`config.mk`:
```
export PLATFORM = sky130hd
export DESIGN_NAME = bus_wr_arbiter
export DESIGN_NICKNAME = d
export VERILOG_FILES = /design/src/rtl/bus_wr_arbiter.sv
export SDC_FILE = /design/constraint.sdc
export NUM_CORES = 1
export LEC_CHECK = 0
export ABC_AREA = 1
export ABC_CLOCK_PERIOD_IN_PS = 3400
export CAP_MARGIN = 20
export CORE_AREA = 2 2 130 132
export CTS_CLUSTER_DIAMETER = 200
export DETAILED_ROUTE_END_ITERATION = 6
export DIE_AREA = 0 0 132 134
export PLACE_DENSITY = 0.58
export SLEW_MARGIN = 0
export SYNTH_ARGS = -nofsm -noshare
export SYNTH_HDL_FRONTEND = slang
export SYNTH_SLANG_ARGS = --single-unit
```
`constraint.sdc`:
```
create_clock -name clk -period 3.4 [get_ports clk]
set_input_delay 0.51 -clock clk [delete_from_list [all_inputs] [get_ports clk]]
set_output_delay 0.51 -clock clk [all_outputs]
set_load 0.05 [all_outputs]
```
`src/rtl/bus_wr_arbiter.sv`:
```
// Round-robin arbiter sharing one downstream valid/ready write bus between N requesters.
// Each grant covers exactly one transfer; an idle cycle re-arbitrates before the next.
module bus_wr_arbiter #(
  parameter int unsigned N   = 4,
  parameter int unsigned BAW = 32,
  parameter int unsigned BDW = 32,
  localparam int unsigned IW = $clog2(N)
) (
  input  logic             clk,
  input  logic             rst,
  input  logic [N-1:0]     s_wvalid,
  output logic [N-1:0]     s_wready,
  input  logic [N*BAW-1:0] s_waddr,
  input  logic [N*BDW-1:0] s_wdata,
  output logic             m_wvalid,
  input  logic             m_wready,
  output logic [BAW-1:0]   m_waddr,
  output logic [BDW-1:0]   m_wdata,
  output logic [N-1:0]     grant,
  output logic [IW-1:0]    grant_id
);

  typedef enum logic {StIdle, StBusy} state_e;

  state_e          state_q, state_d;
  logic [N-1:0]    grant_q, grant_d;
  logic [IW-1:0]   grant_id_q, grant_id_d;
  logic [IW-1:0]   last_q, last_d;

  logic            win_found;
  logic [IW-1:0]   win_id;
  logic [IW-1:0]   cand;
  logic            handshake;

  // Search starts just past the previous winner and wraps modulo N.
  always_comb begin
    win_found = 1'b0;
    win_id    = '0;
    cand      = '0;
    for (int unsigned k = 0; k < N; k++) begin
      cand = IW'((32'(last_q) + 32'd1 + k) % N);
      if (!win_found && s_wvalid[cand]) begin
        win_found = 1'b1;
        win_id    = cand;
      end
    end
  end

  always_comb begin
    m_wvalid = 1'b0;
    m_waddr  = '0;
    m_wdata  = '0;
    s_wready = '0;
    if (state_q == StBusy) begin
      m_wvalid = |(s_wvalid & grant_q);
      s_wready = grant_q & {N{m_wready}};
      for (int unsigned i = 0; i < N; i++) begin
        if (grant_q[i]) begin
          m_waddr = s_waddr[i*BAW +: BAW];
          m_wdata = s_wdata[i*BDW +: BDW];
        end
      end
    end
  end

  assign handshake = (state_q == StBusy) && m_wvalid && m_wready;

  always_comb begin
    state_d    = state_q;
    grant_d    = grant_q;
    grant_id_d = grant_id_q;
    last_d     = last_q;
    unique case (state_q)
      StIdle: begin
        if (win_found) begin
          state_d         = StBusy;
          grant_d         = '0;
          grant_d[win_id] = 1'b1;
          grant_id_d      = win_id;
        end
      end
      StBusy: begin
        // Grant is held until the handshake, even if the owner drops valid.
        if (handshake) begin
          state_d    = StIdle;
          grant_d    = '0;
          grant_id_d = '0;
          last_d     = grant_id_q;
        end
      end
      default: state_d = StIdle;
    endcase
  end

  always_ff @(posedge clk) begin
    if (rst) begin
      state_q    <= StIdle;
      grant_q    <= '0;
      grant_id_q <= '0;
      last_q     <= IW'(N - 1);
    end else begin
      state_q    <= state_d;
      grant_q    <= grant_d;
      grant_id_q <= grant_id_d;
      last_q     <= last_d;
    end
  end

  assign grant    = grant_q;
  assign grant_id = grant_id_q;

endmodule

```
### Yosys cells after proc, flatten, opt, wreduce, memory -nomap -nowiden

Cells that the tools add are included.
Widths: inputs -> output; s select.

* bits in registers: 9
* bits in latches: 0
* bits in writable memories: 0
* memory bits (read-only): 0
* output and inout bits: 75
* word-level logic and storage cells: 70
* memories kept: 0

* add/subtract/negate cells: 4
* multiply operators: 0
* div/mod/pow operators: 0
* $lt $le $gt $ge: 6
* equal/unequal tests: 2
* shifts and indexed selects: 0
* mux-type cells: 39
* bitwise logic cells: 3
* reduce and logical (&&, ||, !) cells: 12

Operators with widths (number)
* $mux 32: 10
* $lt 2x3->1 const B: 5
* $mux 1: 12
* $mux 2: 6
* $mux 4: 3
* $and 4x4->4: 2
* $bmux 1 s2: 4
* $pmux 4 s2: 1
* $logic_and 1x1->1: 6
* $add 2x1->2 const B: 2
* $add 2x2->2 const B: 2
* $pmux 2 s2: 1
* $reduce_and 2->1: 2
* $reduce_or 4->1: 1
* $logic_not 1->1: 3
* $demux 1 s2: 1
* $ge 2x1->1 const B: 1
* $ne 2x1->1 const B: 1
* $ne 2x2->1 const B: 1
* $pmux 1 s2: 1
* $not 1->1: 1

### Logic depth before layout (Yosys ltp)

* depth in word-level cells: 19
* mapped depth: 14
* mapped depth without buffers: 12

### Worst setup path after synthesis

No wires, ideal clock.

* kind: reg-to-output
* start: register grant_q[0], in the netlist grant[0]
* end: output port m_waddr[31]
* arrival: 2649 ps
* required time: 2890 ps
* path slack: 241 ps
* stages on the path, launching flop included: 6
* buffers on the path: 1
* cells stage by stage: dfxtp_1 inv_1 nor2_2 clkbuf_1 a221oi_1 o31ai_1

* cells in the longest elaborated chain, start to end: 5

RTL lines
* from (decl): RTL line 26 `logic [N-1:0] grant_q, grant_d;`
* from (signal assigned): RTL line 103 `grant_q <= grant_d;`
* $mux 32 (4 in series): RTL line 58 `if (grant_q[i]) begin`
* $mux 32: RTL line 54 `if (state_q == StBusy) begin`
* to (decl): RTL line 17 `output logic [BAW-1:0] m_waddr,`

No other way between the ends.

### Final worst setup path

* start: register state_q
* end: output port s_wready[1]

* cells in the longest elaborated chain, start to end: 1

RTL lines
* from (decl): RTL line 25 `state_e state_q, state_d;`
* from (signal assigned): RTL line 97 `state_q <= StIdle;`
* from (signal assigned): RTL line 102 `state_q <= state_d;`
* $mux 4: RTL line 54
* to (decl): RTL line 12 `output logic [N-1:0] s_wready,`

No other way between the ends.

==> results list <==
- The flow ran to the end, and the final reports show no timing, DRC or antenna violations.
- After technology mapping, the gate count stands at 473.
- Of the synthesized area, sequential elements account for 6.618%.
- Max Clock Skew: 0.0002698 ns
- The clock net in this run drives a total of 9 sinks.
- The largest total area in the synthesized netlist belongs to sky130_fd_sc_hd__o21ai_0.
* Final design instance area without fill: 0.006957 mm2
- Initial antenna violation count: 0
- Die area: 0.01769 mm2
- Relative to the synthesized area, the layout overhead comes to 155.5%.
* HPWL reported at the end of detailed placement: 13.44 mm
* Ratio of cells with drive above 1 in the final layout: 15.34%
- Setup total negative slack on the finished layout was measured at 0 ns.
- At the end of routability-driven placement, the weighted congestion stood at 0.8168.
* Portion of total power attributed to sequential cells: 7.2%
- The die is 132 um wide.
- Worst-path maximum fanout: 16
* Latest clock arrival within the worst-skew pair: 0.23 ns
- 0 antenna diodes ended up in the layout.
- Global routing finished with a remaining overflow of 0.
- Minimum hold slack: 0.5044 ns
- After detailed placement, the total cell area comes to 0.006878 mm2.
* Total wire length after detailed routing: 17.01 mm
* Number of levels in the clock H-tree: 1
* Slew at the pin with the worst max-slew slack: 0.5830 ns
- The analysis attributes to net switching a power of 0.9514 mW.
- Internal Power: 1.080 mW
- Cell variety after synth: 33
* Initial DRC Count: 174
* Clock tree from TritonCTS: done
- Measured against its own limit, the worst slew margin works out to 60.80%.
* Remaining design rule violation count: 0
- Buffer type at the clock tree root: sky130_fd_sc_hd__clkbuf_16
- In this run the deepest clock path goes through 2 buffers.
- In this run the static leakage power is 2.765 nW.
- The worst setup path is launched from a flip-flop.
* Post-cts repair resize count: 0
- Post-synthesis register bit count: 9
- Most instantiated flip-flop cell in the synthesis netlist: sky130_fd_sc_hd__dfxtp_1
- Dividing the detail-routed wire length by the instance count gives 17.08 um.
- The clock network accounts for 10.1% of the total power.
* Count of final hold-check violations: 0
- Ratio of final minimum period to clock period: 80.58%
- For this run, asynchronously set or reset flops after synthesis account for 0%.
* Initial core utilization: 16.71%
- Router iterations before antenna repair: 4
- Entering global routing, the biggest net connects 80 pins.
- Crit path DAT: 2.23 ns
* Ports: 338
- The count of nets left with antenna violations once routing finished came out at 0.
- Yosys synthesis warning count: 0
- STA classifies the critical path endpoint as an output pin.
- The first global-routing pass estimated 25.24 mm of wire.
* Average cell area after synthesis: 5.756 um2
- At the worst endpoint, the required time is 2.89 ns.
- Setup repair after global routing left no endpoint under its margin.
- In this run, post-CTS hold repair placed 0 buffers.
- Logic pwr share: 82.7%
- In this run the power density over the cells is 292.0 mW/mm2.
* Achievable frequency: 365.0 MHz
- By area the synthesized netlist is led by sky130_fd_sc_hd__o21ai_0 (18%), sky130_fd_sc_hd__a22oi_1 (13%), sky130_fd_sc_hd__nand2_1 (10%).
* Height of the die: 134 um
- Counting the buffers created by CTS gives 3.
- Number of max-slew violations in the final report: 0
* Synthesized Nets: 736
- During placement, the flow inserted port buffers numbering 337.
* Core Area: 0.01629 mm2
* Layout net count: 1040
* Number of rows created at floorplan: 47
- Detailed-route vias per instance: 4.702
- The worst-case IR drop observed on VDD is 0.0001715 V.
* Max_cap viols: 0
- After clock tree synthesis, the clock-pin slew on the worst setup and hold paths is 0.04 ns.
* Tot GR Track Use: 17.75%
- In this run the cell area of the synthesized design comes to 0.002723 mm2.
- Vias after detailed routing: 4683
* Post-layout util: 42.71%
- Hold crit path type: reg2reg
- Switching power as a share of total power: 46.83%
* Final setup fails: 0
- The number of global-route vias before repair came to 4477.
- Number of setup buffers added after CTS: 0
- Top cell type's share of synthesized area: 17.65%
- Shortest period the worst path allows: 2.740 ns
- The synthesized design contains 0 enable-type register cells.
- Setup CP Type: reg2out
## stage by stage
| step | worst slack [ns] | power (mW) | cells |
|---|---|---|---|
| finish | 0.6602 | 2.031 | 996 |
| CTS | 0.6251 | 2.052 | 996 |
| global route | 0.5009 | 2.159 | 996 |
| floorplan | 0.2409 | 0.9710 | 473 |
| detailed placement | 0.8068 | 1.838 | 992 |
| global placement | 0.8466 | 1.835 | 992 |
## power by group through the flow
stage | clock [mW] | sequential, mW | combinational, mW
floorplan | 0 | 0.154 | 0.817
global placement | 0 | 0.147 | 1.69
detailed placement | 0 | 0.148 | 1.69
CTS | 0.210 | 0.146 | 1.70
global route | 0.218 | 0.149 | 1.79
finish | 0.206 | 0.145 | 1.68
## layer usage
metal  routed length [um]  part of all wire (%)  vias to the layer above  GRT usage (%)
met5                    0                     0                        -              0
met4                  223                   1.3                        0          3.140
met3                 1247                   7.3                       14          4.006
met2                 8520                    50                      213          32.18
met1                 7020                    41                     2114          21.64
li1                     -                     -                     2342              -
## registers in the layout (all words and copies together) (netlist names)
register / count
grant: 4
state_q: 1
last_q: 2
grant_id: 2
## cells in the mapped netlist, types with 2 or more instances
cell type / instances
sky130_fd_sc_hd__inv_2: 3
sky130_fd_sc_hd__dfxtp_1: 9
sky130_fd_sc_hd__o211ai_1: 2
sky130_fd_sc_hd__nand2_4: 11
sky130_fd_sc_hd__nor2_1: 23
sky130_fd_sc_hd__o22ai_1: 2
sky130_fd_sc_hd__inv_1: 13
sky130_fd_sc_hd__o31ai_1: 16
sky130_fd_sc_hd__a21oi_1: 52
sky130_fd_sc_hd__buf_6: 2
sky130_fd_sc_hd__a21oi_2: 2
sky130_fd_sc_hd__nor2_2: 2
sky130_fd_sc_hd__buf_2: 6
sky130_fd_sc_hd__nand4_1: 3
sky130_fd_sc_hd__nand2_1: 75
sky130_fd_sc_hd__nand3_2: 4
sky130_fd_sc_hd__o21ai_0: 96
sky130_fd_sc_hd__a221oi_1: 16
sky130_fd_sc_hd__nor3_1: 4
sky130_fd_sc_hd__clkbuf_1: 33
sky130_fd_sc_hd__nand2_2: 8
sky130_fd_sc_hd__a22oi_1: 48
sky130_fd_sc_hd__nand3_1: 27
sky130_fd_sc_hd__buf_1: 7
## cell usage in the layout, fill, tap and decap left out, drive strengths merged
cell and count:
o21ai 96, a21boi 1, o31ai 16, nor3 4, nand4 3, nand3b 2
clkbuf 4, inv 16, clkinv 2, nor2b 1, buf 78, a21oi 54
a221oi 16, clkdlybuf4s50 271, nand3 31, nor2 26, dfxtp 9, o211ai 2
o22ai 2, nand2 94, a22oi 48
## critical path, cell delays in order, from the launching register on
cell and delay, ns:
sky130_fd_sc_hd__dfxtp_2 0.52, sky130_fd_sc_hd__clkinv_1 0.37, sky130_fd_sc_hd__nor3_1 0.28, sky130_fd_sc_hd__clkdlybuf4s50_1 0.84
## worst paths after layout
| path | start | to | slack, ns | cells past startpoint |
|---|---|---|---|---|
| max | state_q$_SDFF_PP0_ | s_wready[1] | 0.66 | 3 |
| min | grant[0]$_SDFFE_PP0P_ | grant[0]$_SDFFE_PP0P_ | 0.50 | 2 |
| max reg2reg | grant[2]$_SDFFE_PP0P_ | grant[2]$_SDFFE_PP0P_ | 1.34 | 10 |
| min reg2reg | grant[0]$_SDFFE_PP0P_ | grant[0]$_SDFFE_PP0P_ | 0.50 | 2 |
## logic make-up (layout without fill, tap and decap cells)
family          Yosys count  in the layout  share of synthesized area [%]
simple gates            161            161                          30.29
flops                     9              9                          6.618
buf+inv                  68            371                          11.03
compound gates          235            235                          52.07
## cell type report
| type | count | area [um2] |
|---|---|---|
| multi-input cells | 396 | 2247 |
| fillers | 1654 | 9333 |
| clock buffers | 4 | 78.83 |
| inverters | 18 | 73.82 |
| repair buffers | 349 | 4099 |
| flip-flops and latches | 9 | 182.7 |
| well taps | 220 | 275.3 |
(Power assumes the default switching activity.)
